==> src/rtl/load_rd_scheduler_if.sv <==
// AXI read-address / read-data channel bundle for load_rd_scheduler.
// master = scheduler side, slave = memory side.
interface load_rd_scheduler_if #(
   parameter int ADDR_W = 12
);
   logic [7:0]        axi_arid;
   logic [ADDR_W-1:0] axi_araddr;
   logic [7:0]        axi_arlen;
   logic [2:0]        axi_arsize;
   logic [1:0]        axi_arburst;
   logic              axi_arvld;
   logic              axi_arrdy;
   logic [7:0]        axi_rid;
   logic [31:0]       axi_rdata;
   logic [1:0]        axi_rresp;
   logic              axi_rlast;
   logic              axi_rvld;
   logic              axi_rrdy;

   modport master (
      output axi_arid, axi_araddr, axi_arlen, axi_arsize,
      output axi_arburst, axi_arvld,
      input  axi_arrdy,
      input  axi_rid, axi_rdata, axi_rresp, axi_rlast, axi_rvld,
      output axi_rrdy
   );

   modport slave (
      input  axi_arid, axi_araddr, axi_arlen, axi_arsize,
      input  axi_arburst, axi_arvld,
      output axi_arrdy,
      output axi_rid, axi_rdata, axi_rresp, axi_rlast, axi_rvld,
      input  axi_rrdy
   );
endinterface

==> src/rtl/load_rd_scheduler.sv <==
// Round-robin AXI read scheduler for NREQ load-buffer requesters.
// Optional burst re-issue on error: define LD_SCHED_RETRY_EN.
module load_rd_scheduler #(
   parameter int         NREQ    = 3,
   parameter logic [7:0] ID_BASE = 8'h10,
   parameter int         ADDR_W  = 12
) (
   input  logic                   clk,
   input  logic                   rst_n,
   input  logic [NREQ-1:0]        req_vld,
   output logic [NREQ-1:0]        req_rdy,
   input  logic [NREQ*ADDR_W-1:0] req_addr,
   input  logic [NREQ*8-1:0]      req_len,
   input  logic [NREQ*3-1:0]      req_size,
   load_rd_scheduler_if.master    axi,
   output logic [NREQ-1:0]        rsp_vld,
   output logic [31:0]            rsp_data,
   output logic                   rsp_last,
   output logic                   rsp_err,
   output logic [NREQ-1:0]        rsp_retry,
   output logic                   err_unexp
);

   localparam int IW = (NREQ > 2) ? 2 : 1;

   typedef enum logic {
      AR_IDLE,
      AR_SEND
   } ar_state_t;

   ar_state_t     state;
   logic [IW-1:0] rr_ptr;
   logic [NREQ-1:0] busy;
   logic [7:0]    cnt   [NREQ];
   logic [7:0]    len_q [NREQ];

   logic          found;
   logic [IW-1:0] win;
   logic          new_go;

   logic [7:0]    ridx;
   logic [IW-1:0] ri;
   logic          rhs;
   logic          rhit;
   logic          rdrop;
   logic          berr;

`ifdef LD_SCHED_RETRY_EN
   logic [ADDR_W-1:0] sv_addr [NREQ];
   logic [2:0]        sv_size [NREQ];
   logic [NREQ-1:0]   rtry;
   logic [NREQ-1:0]   serr;
   logic [NREQ-1:0]   rpend;
   logic              rfound;
   logic [IW-1:0]     rwin;
   logic              rt_go;
`endif

   assign axi.axi_arburst = 2'b01;

   // round-robin search from rr_ptr over idle requesters
   always_comb begin
      int j;
      j     = 0;
      found = 1'b0;
      win   = '0;
      for (int k = 0; k < NREQ; k++) begin
         j = int'(rr_ptr) + k;
         if (j >= NREQ) j = j - NREQ;
         if (!found && req_vld[j] && !busy[j]) begin
            found = 1'b1;
            win   = IW'(j);
         end
      end
   end

`ifdef LD_SCHED_RETRY_EN
   // pending re-issues, lowest index first
   always_comb begin
      rfound = 1'b0;
      rwin   = '0;
      for (int k = 0; k < NREQ; k++) begin
         if (!rfound && rpend[k]) begin
            rfound = 1'b1;
            rwin   = IW'(k);
         end
      end
   end

   assign rt_go  = (state == AR_IDLE) && rfound;
   assign new_go = (state == AR_IDLE) && !rfound && found;
`else
   assign new_go = (state == AR_IDLE) && found;
`endif

   // combinational grant strobe for the winning requester
   always_comb begin
      req_rdy = '0;
      if (new_go) req_rdy[win] = 1'b1;
   end

   // R-channel decode of the incoming beat
   assign ridx  = axi.axi_rid - ID_BASE;
   assign ri    = ridx[IW-1:0];
   assign rhs   = axi.axi_rvld && axi.axi_rrdy;
   assign rhit  = rhs && (ridx < 8'(NREQ)) && busy[ri];
   assign rdrop = rhs && !rhit;
   assign berr  = (axi.axi_rresp != 2'b00)
                || (axi.axi_rlast && (cnt[ri] != len_q[ri]))
                || (!axi.axi_rlast && (cnt[ri] == len_q[ri]));

   // AR channel FSM with registered AR outputs
   always_ff @(posedge clk or negedge rst_n) begin
      if (!rst_n) begin
         state          <= AR_IDLE;
         rr_ptr         <= '0;
         axi.axi_arvld  <= 1'b0;
         axi.axi_arid   <= '0;
         axi.axi_araddr <= '0;
         axi.axi_arlen  <= '0;
         axi.axi_arsize <= '0;
      end else begin
         unique case (state)
            AR_IDLE: begin
`ifdef LD_SCHED_RETRY_EN
               if (rt_go) begin
                  axi.axi_arvld  <= 1'b1;
                  axi.axi_arid   <= ID_BASE + 8'(rwin);
                  axi.axi_araddr <= sv_addr[rwin];
                  axi.axi_arlen  <= len_q[rwin];
                  axi.axi_arsize <= sv_size[rwin];
                  state          <= AR_SEND;
               end else
`endif
               if (new_go) begin
                  axi.axi_arvld  <= 1'b1;
                  axi.axi_arid   <= ID_BASE + 8'(win);
                  axi.axi_araddr <= req_addr[win*ADDR_W +: ADDR_W];
                  axi.axi_arlen  <= req_len[win*8 +: 8];
                  axi.axi_arsize <= req_size[win*3 +: 3];
                  rr_ptr <= (win == IW'(NREQ - 1)) ? '0 : win + 1'b1;
                  state  <= AR_SEND;
               end
            end
            AR_SEND: begin
               if (axi.axi_arrdy) begin
                  axi.axi_arvld <= 1'b0;
                  state         <= AR_IDLE;
               end
            end
            default: state <= AR_IDLE;
         endcase
      end
   end

   // per-requester burst tracking and registered response path
   always_ff @(posedge clk or negedge rst_n) begin
      if (!rst_n) begin
         busy         <= '0;
         rsp_vld      <= '0;
         rsp_data     <= '0;
         rsp_last     <= 1'b0;
         rsp_err      <= 1'b0;
         err_unexp    <= 1'b0;
         axi.axi_rrdy <= 1'b0;
         for (int k = 0; k < NREQ; k++) begin
            cnt[k]   <= '0;
            len_q[k] <= '0;
         end
`ifdef LD_SCHED_RETRY_EN
         rsp_retry <= '0;
         rtry      <= '0;
         serr      <= '0;
         rpend     <= '0;
         for (int k = 0; k < NREQ; k++) begin
            sv_addr[k] <= '0;
            sv_size[k] <= '0;
         end
`endif
      end else begin
         axi.axi_rrdy <= 1'b1;
         rsp_vld      <= '0;
         rsp_last     <= 1'b0;
         rsp_err      <= 1'b0;
`ifdef LD_SCHED_RETRY_EN
         rsp_retry    <= '0;
`endif
         if (new_go) begin
            busy[win]  <= 1'b1;
            cnt[win]   <= '0;
            len_q[win] <= req_len[win*8 +: 8];
`ifdef LD_SCHED_RETRY_EN
            sv_addr[win] <= req_addr[win*ADDR_W +: ADDR_W];
            sv_size[win] <= req_size[win*3 +: 3];
            rtry[win]    <= 1'b0;
            serr[win]    <= 1'b0;
`endif
         end
`ifdef LD_SCHED_RETRY_EN
         if (rt_go) begin
            rpend[rwin] <= 1'b0;
            rtry[rwin]  <= 1'b1;
         end
`endif
         if (rhit) begin
            rsp_vld[ri] <= 1'b1;
            rsp_data    <= axi.axi_rdata;
            rsp_last    <= axi.axi_rlast;
            cnt[ri]     <= cnt[ri] + 8'd1;
`ifdef LD_SCHED_RETRY_EN
            rsp_err <= berr && rtry[ri];
            if (axi.axi_rlast) begin
               cnt[ri]  <= '0;
               serr[ri] <= 1'b0;
               if ((serr[ri] || berr) && !rtry[ri]) begin
                  rsp_retry[ri] <= 1'b1;
                  rpend[ri]     <= 1'b1;
               end else begin
                  busy[ri] <= 1'b0;
                  rtry[ri] <= 1'b0;
               end
            end else begin
               serr[ri] <= serr[ri] || berr;
            end
`else
            rsp_err <= berr;
            if (axi.axi_rlast) begin
               busy[ri] <= 1'b0;
               cnt[ri]  <= '0;
            end
`endif
         end
         if (rdrop) err_unexp <= 1'b1;
      end
   end

`ifndef LD_SCHED_RETRY_EN
   assign rsp_retry = '0;
`endif

endmodule

==> src/flat_wrapper.sv <==
// flat-port wrapper written by rule: the top's interface ports become plain ports
module load_rd_scheduler_flat 
#(
   parameter int         NREQ    = 3,
   parameter logic [7:0] ID_BASE = 8'h10,
   parameter int         ADDR_W  = 12
)
  (clk, rst_n, req_vld, req_rdy, req_addr, req_len, req_size, rsp_vld, rsp_data, rsp_last, rsp_err, rsp_retry, err_unexp, axi_axi_arid, axi_axi_araddr, axi_axi_arlen, axi_axi_arsize, axi_axi_arburst, axi_axi_arvld, axi_axi_arrdy, axi_axi_rid, axi_axi_rdata, axi_axi_rresp, axi_axi_rlast, axi_axi_rvld, axi_axi_rrdy);
  load_rd_scheduler_if #(.ADDR_W(ADDR_W)) axi_i ();
  input  logic clk;
  input  logic rst_n;
  input  logic [NREQ-1:0] req_vld;
  output logic [NREQ-1:0] req_rdy;
  input  logic [NREQ*ADDR_W-1:0] req_addr;
  input  logic [NREQ*8-1:0] req_len;
  input  logic [NREQ*3-1:0] req_size;
  output logic [NREQ-1:0] rsp_vld;
  output logic [31:0] rsp_data;
  output logic rsp_last;
  output logic rsp_err;
  output logic [NREQ-1:0] rsp_retry;
  output logic err_unexp;
  output wire logic [$bits(axi_i.axi_arid)-1:0] axi_axi_arid;
  output wire logic [$bits(axi_i.axi_araddr)-1:0] axi_axi_araddr;
  output wire logic [$bits(axi_i.axi_arlen)-1:0] axi_axi_arlen;
  output wire logic [$bits(axi_i.axi_arsize)-1:0] axi_axi_arsize;
  output wire logic [$bits(axi_i.axi_arburst)-1:0] axi_axi_arburst;
  output wire logic [$bits(axi_i.axi_arvld)-1:0] axi_axi_arvld;
  input wire logic [$bits(axi_i.axi_arrdy)-1:0] axi_axi_arrdy;
  input wire logic [$bits(axi_i.axi_rid)-1:0] axi_axi_rid;
  input wire logic [$bits(axi_i.axi_rdata)-1:0] axi_axi_rdata;
  input wire logic [$bits(axi_i.axi_rresp)-1:0] axi_axi_rresp;
  input wire logic [$bits(axi_i.axi_rlast)-1:0] axi_axi_rlast;
  input wire logic [$bits(axi_i.axi_rvld)-1:0] axi_axi_rvld;
  output wire logic [$bits(axi_i.axi_rrdy)-1:0] axi_axi_rrdy;
  assign axi_axi_arid = axi_i.axi_arid;
  assign axi_axi_araddr = axi_i.axi_araddr;
  assign axi_axi_arlen = axi_i.axi_arlen;
  assign axi_axi_arsize = axi_i.axi_arsize;
  assign axi_axi_arburst = axi_i.axi_arburst;
  assign axi_axi_arvld = axi_i.axi_arvld;
  assign axi_i.axi_arrdy = axi_axi_arrdy;
  assign axi_i.axi_rid = axi_axi_rid;
  assign axi_i.axi_rdata = axi_axi_rdata;
  assign axi_i.axi_rresp = axi_axi_rresp;
  assign axi_i.axi_rlast = axi_axi_rlast;
  assign axi_i.axi_rvld = axi_axi_rvld;
  assign axi_axi_rrdy = axi_i.axi_rrdy;
  load_rd_scheduler #(.NREQ(NREQ), .ID_BASE(ID_BASE), .ADDR_W(ADDR_W)) u_core (.clk(clk), .rst_n(rst_n), .req_vld(req_vld), .req_rdy(req_rdy), .req_addr(req_addr), .req_len(req_len), .req_size(req_size), .axi(axi_i), .rsp_vld(rsp_vld), .rsp_data(rsp_data), .rsp_last(rsp_last), .rsp_err(rsp_err), .rsp_retry(rsp_retry), .err_unexp(err_unexp));
endmodule
==> config.mk <==
export PLATFORM = sky130hd
export DESIGN_NAME = load_rd_scheduler_flat
export DESIGN_NICKNAME = d
export VERILOG_FILES = /design/src/rtl/load_rd_scheduler_if.sv /design/src/rtl/load_rd_scheduler.sv /design/src/flat_wrapper.sv
export SDC_FILE = /design/constraint.sdc
export NUM_CORES = 1
export LEC_CHECK = 0
export BUFFER_PORTS_ARGS = -buffer_cell sky130_fd_sc_hd__buf_2
export CAP_MARGIN = 15
export CORE_MARGIN = 2
export CORE_UTILIZATION = 55
export CTS_CLUSTER_SIZE = 14
export DETAILED_ROUTE_END_ITERATION = 10
export GPL_TIMING_DRIVEN = 0
export PLACE_DENSITY_LB_ADDON = 0.25
export SYNTH_ARGS = -nofsm -noshare
export SYNTH_HDL_FRONTEND = slang
export SYNTH_SLANG_ARGS = --single-unit
==> constraint.sdc <==
create_clock -name clk -period 5.9 [get_ports clk]
set_input_delay 1.18 -clock clk [delete_from_list [all_inputs] [get_ports clk]]
set_output_delay 1.18 -clock clk [all_outputs]
set_load 0.005 [all_outputs]
==> results of run 1 <==
## power breakdown
group	internal (mW)	leakage, nW	switching [mW]
clock	0.706	0.293	0.375
sequential	1.01	1.55	0.104
combinational	0.427	2.18	0.497
## critical path, cell delays in order, from the launching register on
cell,delay [ns]
dfrtp_1,0.37
inv_1,0.07
ha_1,0.38
a21oi_1,0.25
o22ai_1,0.15
a21oi_1,0.82
nand2_4,0.28
inv_1,0.18
buf_2,0.14
## stage by stage
| step | hold slack, ns | setup WS (ns) | power [mW] | area, sq um | std cells |
|---|---|---|---|---|---|
| after CTS | 0.468 | 1.58 | 3.12 | 7820 | 895 |
| after global placement | 0.448 | 1.57 | 1.99 | 7160 | 862 |
| after global routing | 0.476 | 1.40 | 3.26 | 7820 | 895 |
| after detailed placement | 0.453 | 1.57 | 2.04 | 7200 | 863 |
| final | 0.464 | 1.55 | 3.11 | 7820 | 895 |
| after floorplan | 0.446 | 2.11 | 1.71 | 6060 | 537 |
## area by class of cell
cell class	count	share of cell area
sequential	120	0.384
multi-input combinational	360	0.352
clock buffer	20	0.0570
buffer	38	0.0306
inverter	19	0.00912
clock inverter	12	0.0223
timing repair buffer	186	0.123
tap	140	0.0224
## sequential cells by signal (all words and copies together), names as in the netlist
name	cells
u_core.axi.axi_araddr	12
u_core.axi.axi_arid	3
u_core.axi.axi_arlen	8
u_core.axi.axi_arsize	3
u_core.axi.axi_arvld	1
u_core.axi.axi_rrdy	1
u_core.busy	3
u_core.cnt	24
u_core.err_unexp	1
u_core.len_q	24
u_core.rr_ptr	2
u_core.rsp_data	32
u_core.rsp_err	1
u_core.rsp_last	1
u_core.rsp_vld	3
u_core.state	1
## routing by layer
metal / share of wire / global-route usage
met1: 0.41 / 0.353
met5: 0 / 0
met3: 0.084 / 0.0765
met4: 0.020 / 0.0989
met2: 0.49 / 0.456
## cells by family after synthesis
group / after synthesis
XOR/XNOR: 13
flip-flops: 120
adder cells (fa/ha/maj): 4
multiplexers: 88
other: 2
AND/OR/NAND/NOR: 145
buffers and inverters: 57
AO/OA/AOI/OAI: 99
## worst max path at each step
| stage | depth (start not counted) | start | to | slack, ns |
|---|---|---|---|---|
| after global placement | 8 | req_vld[1] | req_rdy[0] | 1.57 |
| after global routing | 8 | u_core.rr_ptr[0]$_DFFE_PN0P_ | req_rdy[0] | 1.40 |
| after CTS | 8 | req_vld[1] | req_rdy[0] | 1.58 |
| after floorplan | 6 | req_vld[1] | req_rdy[0] | 2.11 |
| after detailed placement | 8 | req_vld[1] | req_rdy[0] | 1.57 |
| final | 8 | u_core.rr_ptr[0]$_DFFE_PN0P_ | req_rdy[0] | 1.55 |
## cells in the final DEF (no fill, tap or decap), types with 4 or more instances in the layout
cell type / n
a21o_1: 7
a21oi_1: 6
a221oi_2: 12
buf_2: 194
buf_4: 12
bufinv_16: 4
clkbuf_1: 11
clkbuf_16: 16
clkinvlp_4: 4
conb_1: 11
dfrtp_1: 120
ha_1: 4
inv_1: 17
mux2_2: 48
mux2i_1: 39
nand2_1: 43
nand3_1: 22
nand3b_1: 4
nand4_1: 4
nor2_1: 37
nor2b_1: 6
o21ai_0: 21
o221ai_1: 8
o2bb2ai_1: 16
o31ai_1: 4
or3_1: 4
xnor2_1: 11
==> flow_summary.rst, run 1 <==
.. list-table::
   :header-rows: 1

   * - Metric
     - Value
   * - Leakage dissipation
     - 4.02 nW
   * - Row count
     - 38
   * - Filler instances
     - 782
   * - Worst r2r path cells
     - 7
   * - Commonest cells in the synthesized netlist
     - dfrtp_1, mux2_2, nand2_1
   * - Netlist area before placement
     - 6030 sq um
   * - Register-to-register path setup slack
     - 3.08 ns
   * - Library cell used as clock root buffer
     - clkbuf_8
   * - Maximum number of pins on one net before global-route repair
     - 68
   * - Crit path arrival time
     - 3.17 ns
   * - Maximum VDD drop
     - 0.000235 V
   * - Insertion delay to the later sink of the worst-skew pair
     - 0.52 ns
   * - Worst Hold End
     - u_core.axi.axi_arid[4]$_DFFE_PN0P_
   * - Sequential fraction of the synthesis area
     - 0.498
   * - Cell count after synthesis
     - 528
   * - Total inserted antenna cells
     - 0
   * - Share of synthesized cell area in full adder, half adder and majority cells
     - 0.00830
   * - Data required time at the worst endpoint
     - 4.72 ns
   * - Setup repair after global routing missed its margin
     - false
   * - Initial antenna violation count
     - 0
   * - Vertical die dimension
     - 109 microns
   * - Count leader, synth
     - dfrtp_1
   * - Biggest area consumer among synthesized cells
     - dfrtp_1
   * - Sum of overflow across all layers after global routing
     - 0
   * - Setup violation total in the final timing report
     - 0
   * - TritonCTS clock tree
     - yes
   * - Largest cells by area after synthesis
     - dfrtp_1, mux2_2, mux2i_1
   * - Area enclosed by the die boundary
     - 11800 sq um
   * - Slew margin rel.
     - 0.334
   * - # DRC
     - 0
   * - Number of warnings reported in the yosys synthesis log
     - 0
   * - Post-synthesis compound-gate area fraction
     - 0.142
   * - Initial cell density of the core
     - 0.561
   * - Worst hold path startpoint
     - u_core.axi.axi_arid[4]$_DFFE_PN0P_
   * - HPWL after detailed placement
     - 11.5 mm
   * - Hold crit path type
     - reg -> reg
   * - Clock tree sinks
     - 120
   * - Fraction of post-synthesis cell area in the top cell type by area
     - 0.498
   * - Highest clock rate
     - 230 MHz
   * - Combinational family with the most area after synthesis
     - multiplexers
   * - Total I/O pin count
     - 198
   * - Xor-xnor portion of the synthesized cell area
     - 0.0189
   * - Final period utilization
     - 0.738
   * - Via count of the first global-routing pass
     - 5053
   * - Bufs on Longest Clock Path
     - 2
   * - Max Fanout on Critical Path
     - 10
   * - Fraction of final layout cells sized beyond drive strength 1
     - 0.430
   * - H-tree levels
     - 4
   * - P per Cell Area
     - 398 nW/um^2
   * - Cts bufs inserted
     - 17
   * - Transition time at the pin with the least slew margin
     - 1.00 ns
   * - Final min period
     - 4.35 ns
   * - Area of the core
     - 10700 sq um
   * - Number of register bits inferred by synthesis
     - 120
   * - Clock Skew
     - 0.00619 ns
   * - Total count of hold-check failures in the final report
     - 0
   * - Worst reg2reg startpoint
     - u_core.rr_ptr[0]$_DFFE_PN0P_
   * - Remaining number of nets flagged by the antenna check after routing
     - 0
   * - Count of cell types in the netlist
     - 68
   * - Number of enable-type register cells in the synthesized netlist
     - 0
   * - Worst hold stages
     - 1
   * - Setup Total Neg Slack
     - 0 ns
   * - Number of setup buffers added after CTS
     - 0
   * - Count of final max-slew check failures
     - 0
   * - Vias per Instance
     - 5.59
   * - Area used by multi-input combinational logic
     - 2750 sq um
   * - Endpoint of the worst register-to-register path
     - u_core.len_q[23]$_DFFE_PN0P_
   * - Global-route wire length before repair
     - 24.9 mm
   * - Port Buffers
     - 185
   * - Count of hold buffers inserted by post-cts repair
     - 0
   * - First-pass iteration count of the detailed router
     - 5
   * - 1st-iter DRT viols
     - 287
   * - Sequential cell area in the final layout
     - 3000 sq um
   * - Routability cong.
     - 0.954
   * - Startpoint-to-endpoint class of the critical path
     - reg -> out
   * - Maximum Capacitance Violations
     - 0
   * - Total wire length after detailed routing
     - 15.7 mm
   * - Via count
     - 5003
   * - Share of the core filled with cells in the final layout
     - 0.727
   * - Mux contribution to synthesized area
     - 0.158
   * - Overall routing resource usage
     - 0.277
   * - Routed wire length per instance
     - 17.6 microns
   * - Area overhead of the layout relative to synthesis
     - 29.7%
   * - Net count of the finished layout
     - 865
   * - Die width
     - 109 microns
   * - Clock slew at reported path FFs
     - 0.06 ns
   * - Post-Synthesis Mean Instance Area
     - 11.4 sq um
   * - Count of cells resized by post-cts repair
     - 0
   * - Endpoint kind of the worst setup timing path
     - output pin
   * - Kind of launch point of the worst setup path
     - flip-flop
   * - Primary flip-flop cell chosen by synthesis mapping
     - dfrtp_1
   * - Asr flop ratio synth
     - 1.00
   * - Status
     - finished clean
   * - Simple-gate portion of the synthesized area
     - 0.122
(Power assumes the default switching activity.)
==> inputs of run 2 (changes only) <==
Settings changed: ABC_AREA from default to 1, CORE_UTILIZATION 55 to 47.
Clock period 5.9 ns to 3.6 ns, I/O delays scaled along.
==> run 2 against run 1 <==
Critical path depth is 4 higher. Register-to-register slack got worse by 1.9 ns. Synthesized cell count rose by 57%. Global-route usage down 2.6 points. Combinational power grew to 2.9 times the previous value. Power rose by 96%. Critical path type unchanged. Largest power group is now combinational logic.
==> flow_summary.rst, run 2 <==
.. list-table::
   :header-rows: 1

   * - Metric
     - Value
   * - Biggest area consumer among synthesized cells
     - dfrtp_1
   * - Initial cell density of the core
     - 0.477
   * - First-pass iteration count of the detailed router
     - 5
   * - Xor-xnor portion of the synthesized cell area
     - 0.00279
   * - # DRC
     - 0
   * - Final period utilization
     - 0.937
   * - Total count of hold-check failures in the final report
     - 0
   * - Clock Skew
     - 0.00980 ns
   * - Maximum Capacitance Violations
     - 0
   * - Die width
     - 120 microns
   * - Highest clock rate
     - 296 MHz
   * - Kind of launch point of the worst setup path
     - flip-flop
   * - H-tree levels
     - 4
   * - Library cell used as clock root buffer
     - clkbuf_16
   * - Total inserted antenna cells
     - 0
   * - Post-synthesis compound-gate area fraction
     - 0.0796
   * - Combinational family with the most area after synthesis
     - simple AND/OR/NAND/NOR gates
   * - Routability cong.
     - 0.868
   * - Biggest registers after layout
     - u_core.rsp_data (32), u_core.cnt (24), u_core.len_q (24)
   * - Initial antenna violation count
     - 0
   * - Routed wire length per instance
     - 14.0 microns
   * - Setup violation total in the final timing report
     - 0
   * - Startpoint-to-endpoint class of the critical path
     - reg -> out
   * - Commonest cells in the synthesized netlist
     - nand2_1, dfrtp_1, inv_1
   * - Hold crit path type
     - in -> async
   * - Flip-flop count of the largest register, all copies and words added
     - 32
   * - Vias per Instance
     - 4.81
   * - Sum of overflow across all layers after global routing
     - 0
   * - Global-route wire length before repair
     - 28.4 mm
   * - Largest cells by area after synthesis
     - dfrtp_1, nand2_1, inv_1
   * - Combinational Power Share
     - 0.437
   * - Netlist area before placement
     - 6270 sq um
   * - Endpoint kind of the worst setup timing path
     - output pin
   * - Maximum VDD drop
     - 0.000537 V
   * - Share of synthesized cell area in full adder, half adder and majority cells
     - 0.00798
   * - Total wire length after detailed routing
     - 17.2 mm
   * - Worst r2r path cells
     - 11
   * - Area overhead of the layout relative to synthesis
     - 28.4%
   * - Setup repair after global routing missed its margin
     - false
   * - Clock slew at reported path FFs
     - 0.05 ns
   * - Count leader, synth
     - nand2_1
   * - Post-Synthesis Mean Instance Area
     - 7.58 sq um
   * - Transition time at the pin with the least slew margin
     - 0.562 ns
   * - Dpl cell area
     - 7490 sq um
   * - Number of non-filler instances in the completed layout
     - 1231
   * - Remaining number of nets flagged by the antenna check after routing
     - 0
   * - Count of hold buffers inserted by post-cts repair
     - 0
   * - Total non-filler cell area in the finished layout
     - 8060 sq um
   * - Commonest cells after routing, fill and taps aside
     - nand2_1, buf_2, dfrtp_1, inv_1, nand3_1
   * - Fraction of final layout cells sized beyond drive strength 1
     - 0.280
   * - P per Cell Area
     - 757 nW/um^2
   * - Total I/O pin count
     - 198
   * - Row count
     - 42
   * - Insertion delay to the later sink of the worst-skew pair
     - 0.41 ns
   * - Overall routing resource usage
     - 0.251
   * - Hold_ws
     - 0.251 ns
   * - Fraction of post-synthesis cell area in the top cell type by area
     - 0.479
   * - Via count of the first global-routing pass
     - 5833
   * - Net count of the finished layout
     - 1165
   * - Crit path arrival time
     - 2.65 ns
   * - Largest Register
     - u_core.rsp_data
   * - Number of warnings reported in the yosys synthesis log
     - 0
   * - Sequential fraction of the synthesis area
     - 0.479
   * - Number of enable-type register cells in the synthesized netlist
     - 0
   * - Share of the core filled with cells in the final layout
     - 0.613
   * - Via count
     - 5919
   * - Cell count after synthesis
     - 827
   * - Count of cell types in the netlist
     - 36
   * - Relative contribution of sequential cells to total power
     - 0.300
   * - TritonCTS clock tree
     - yes
   * - Setup Total Neg Slack
     - 0 ns
   * - P_sw
     - 2.44 mW
   * - Asr flop ratio synth
     - 1.00
   * - Clock tree sinks
     - 120
   * - HPWL after detailed placement
     - 12.5 mm
   * - Number of register bits inferred by synthesis
     - 120
   * - Bufs on Longest Clock Path
     - 2
   * - Maximum number of pins on one net before global-route repair
     - 70
   * - Filler instances
     - 1274
   * - Final min period
     - 3.37 ns
   * - Data required time at the worst endpoint
     - 2.88 ns
   * - Mux contribution to synthesized area
     - 0
   * - Share of total power consumed by net switching
     - 0.399
   * - Area of the core
     - 13100 sq um
   * - Cell Int Power
     - 3.67 mW
   * - Clock power frac
     - 0.263
   * - Port Buffers
     - 186
   * - 1st-iter DRT viols
     - 415
   * - Leakage dissipation
     - 4.64 nW
   * - Most common cell after layout, fill and taps aside
     - nand2_1
   * - Max Fanout on Critical Path
     - 10
   * - Cts bufs inserted
     - 17
   * - Area enclosed by the die boundary
     - 14300 sq um
   * - Placed Cells incl. Taps
     - 1199
   * - Slew margin rel.
     - 0.624
   * - Count of final max-slew check failures
     - 0
   * - Simple-gate portion of the synthesized area
     - 0.328
   * - Primary flip-flop cell chosen by synthesis mapping
     - dfrtp_1
   * - Status
     - finished clean
   * - Vertical die dimension
     - 120 microns
-- run 2: cell types whose count changed after synthesis, sizes merged, moves of 27 or more --
cell / previous run / this run
nand3: 22 / 63
inv: 18 / 94
nand2: 44 / 348
mux2: 48 / 0
a21oi: 8 / 35
mux2i: 40 / 0
-- run 2: repair_timing --
action | in CTS | in global routing
gates resized for setup | 0 | 1
endpoints found under the setup margin | 0 | 1
setup buffers | 0 | 0
-- run 2: cell type report --
| cell class | count | area, sq um | area share |
|---|---|---|---|
| buffer | 37 | 277 | 0.0343 |
| clock buffer | 25 | 495 | 0.0615 |
| clock inverter | 7 | 67.6 | 0.00839 |
| inverter | 94 | 365 | 0.0453 |
| multi-input combinational | 585 | 2660 | 0.331 |
| sequential | 120 | 3000 | 0.373 |
| tap | 176 | 220 | 0.0273 |
| timing repair buffer | 187 | 965 | 0.120 |
-- run 2: worst paths after layout --
| check | startpoint | to | slack (ns) |
|---|---|---|---|
| worst max-delay path | u_core.rr_ptr[0]$_DFFE_PN0P_ | req_rdy[1] | 0.23 |
| worst min register to register | u_core.state$_DFF_PN0_ | u_core.axi.axi_arvld$_DFFE_PN0P_ | 0.47 |
| min in group clk | u_core.state$_DFF_PN0_ | u_core.axi.axi_arvld$_DFFE_PN0P_ | 0.47 |
| worst min-delay path | rst_n | u_core.rsp_vld[1]$_DFF_PN0_ | 0.25 |
| max in group asynchronous | rst_n | u_core.axi.axi_araddr[9]$_DFFE_PN0P_ | 2.64 |
| worst max register to register | u_core.rr_ptr[0]$_DFFE_PN0P_ | u_core.cnt[1]$_DFF_PN0_ | 1.20 |
-- run 2: metrics by stage --
stage | worst slack [ns] | power, mW
6_report | 0.227 | 6.10
5_1_grt | 0.0375 | 6.54
4_1_cts | 0.176 | 6.14
3_5_place_dp | 0.576 | 4.49
3_3_place_gp | 0.222 | 4.42
2_1_floorplan | 1.02 | 3.66
-- run 2: kinds of logic (layout without fill, tap and decap cells) --
family | Yosys count | in the layout
AO/OA/AOI/OAI | 92 | 92
XOR/XNOR | 2 | 2
adder cells (fa/ha/maj) | 4 | 4
buffers and inverters | 131 | 350
flip-flops | 120 | 120
other | 2 | 11
AND/OR/NAND/NOR | 476 | 476
-- run 2: metal layers --
metal  up-vias  share of wire  track usage
met3        25          0.058       0.0670
li1       2987              -            -
met1      2748           0.42        0.310
met4         0          0.020       0.0743
met2       159           0.50        0.434
met5         -              0            0
-- run 2: critical path: stages, from the launching register on --
cell and delay, ns:
dfrtp_1 0.38, inv_1 0.08, ha_1 0.35, inv_1 0.09
nand3_1 0.09, nand2_1 0.11, nor2_2 0.23, nand2_1 0.09
nand2_1 0.10, nand2_2 0.08, buf_4 0.19, nor2_4 0.26
buf_2 0.18
-- run 2: power by group through the flow --
stage                     Combinational, mW  Sequential (mW)  Clock, mW
after floorplan                        1.82             1.84          0
after CTS                              2.68             1.83       1.63
final                                  2.67             1.83       1.61
after global placement                 2.59             1.83          0
after detailed placement               2.65             1.84          0
after global routing                   2.98             1.86       1.69
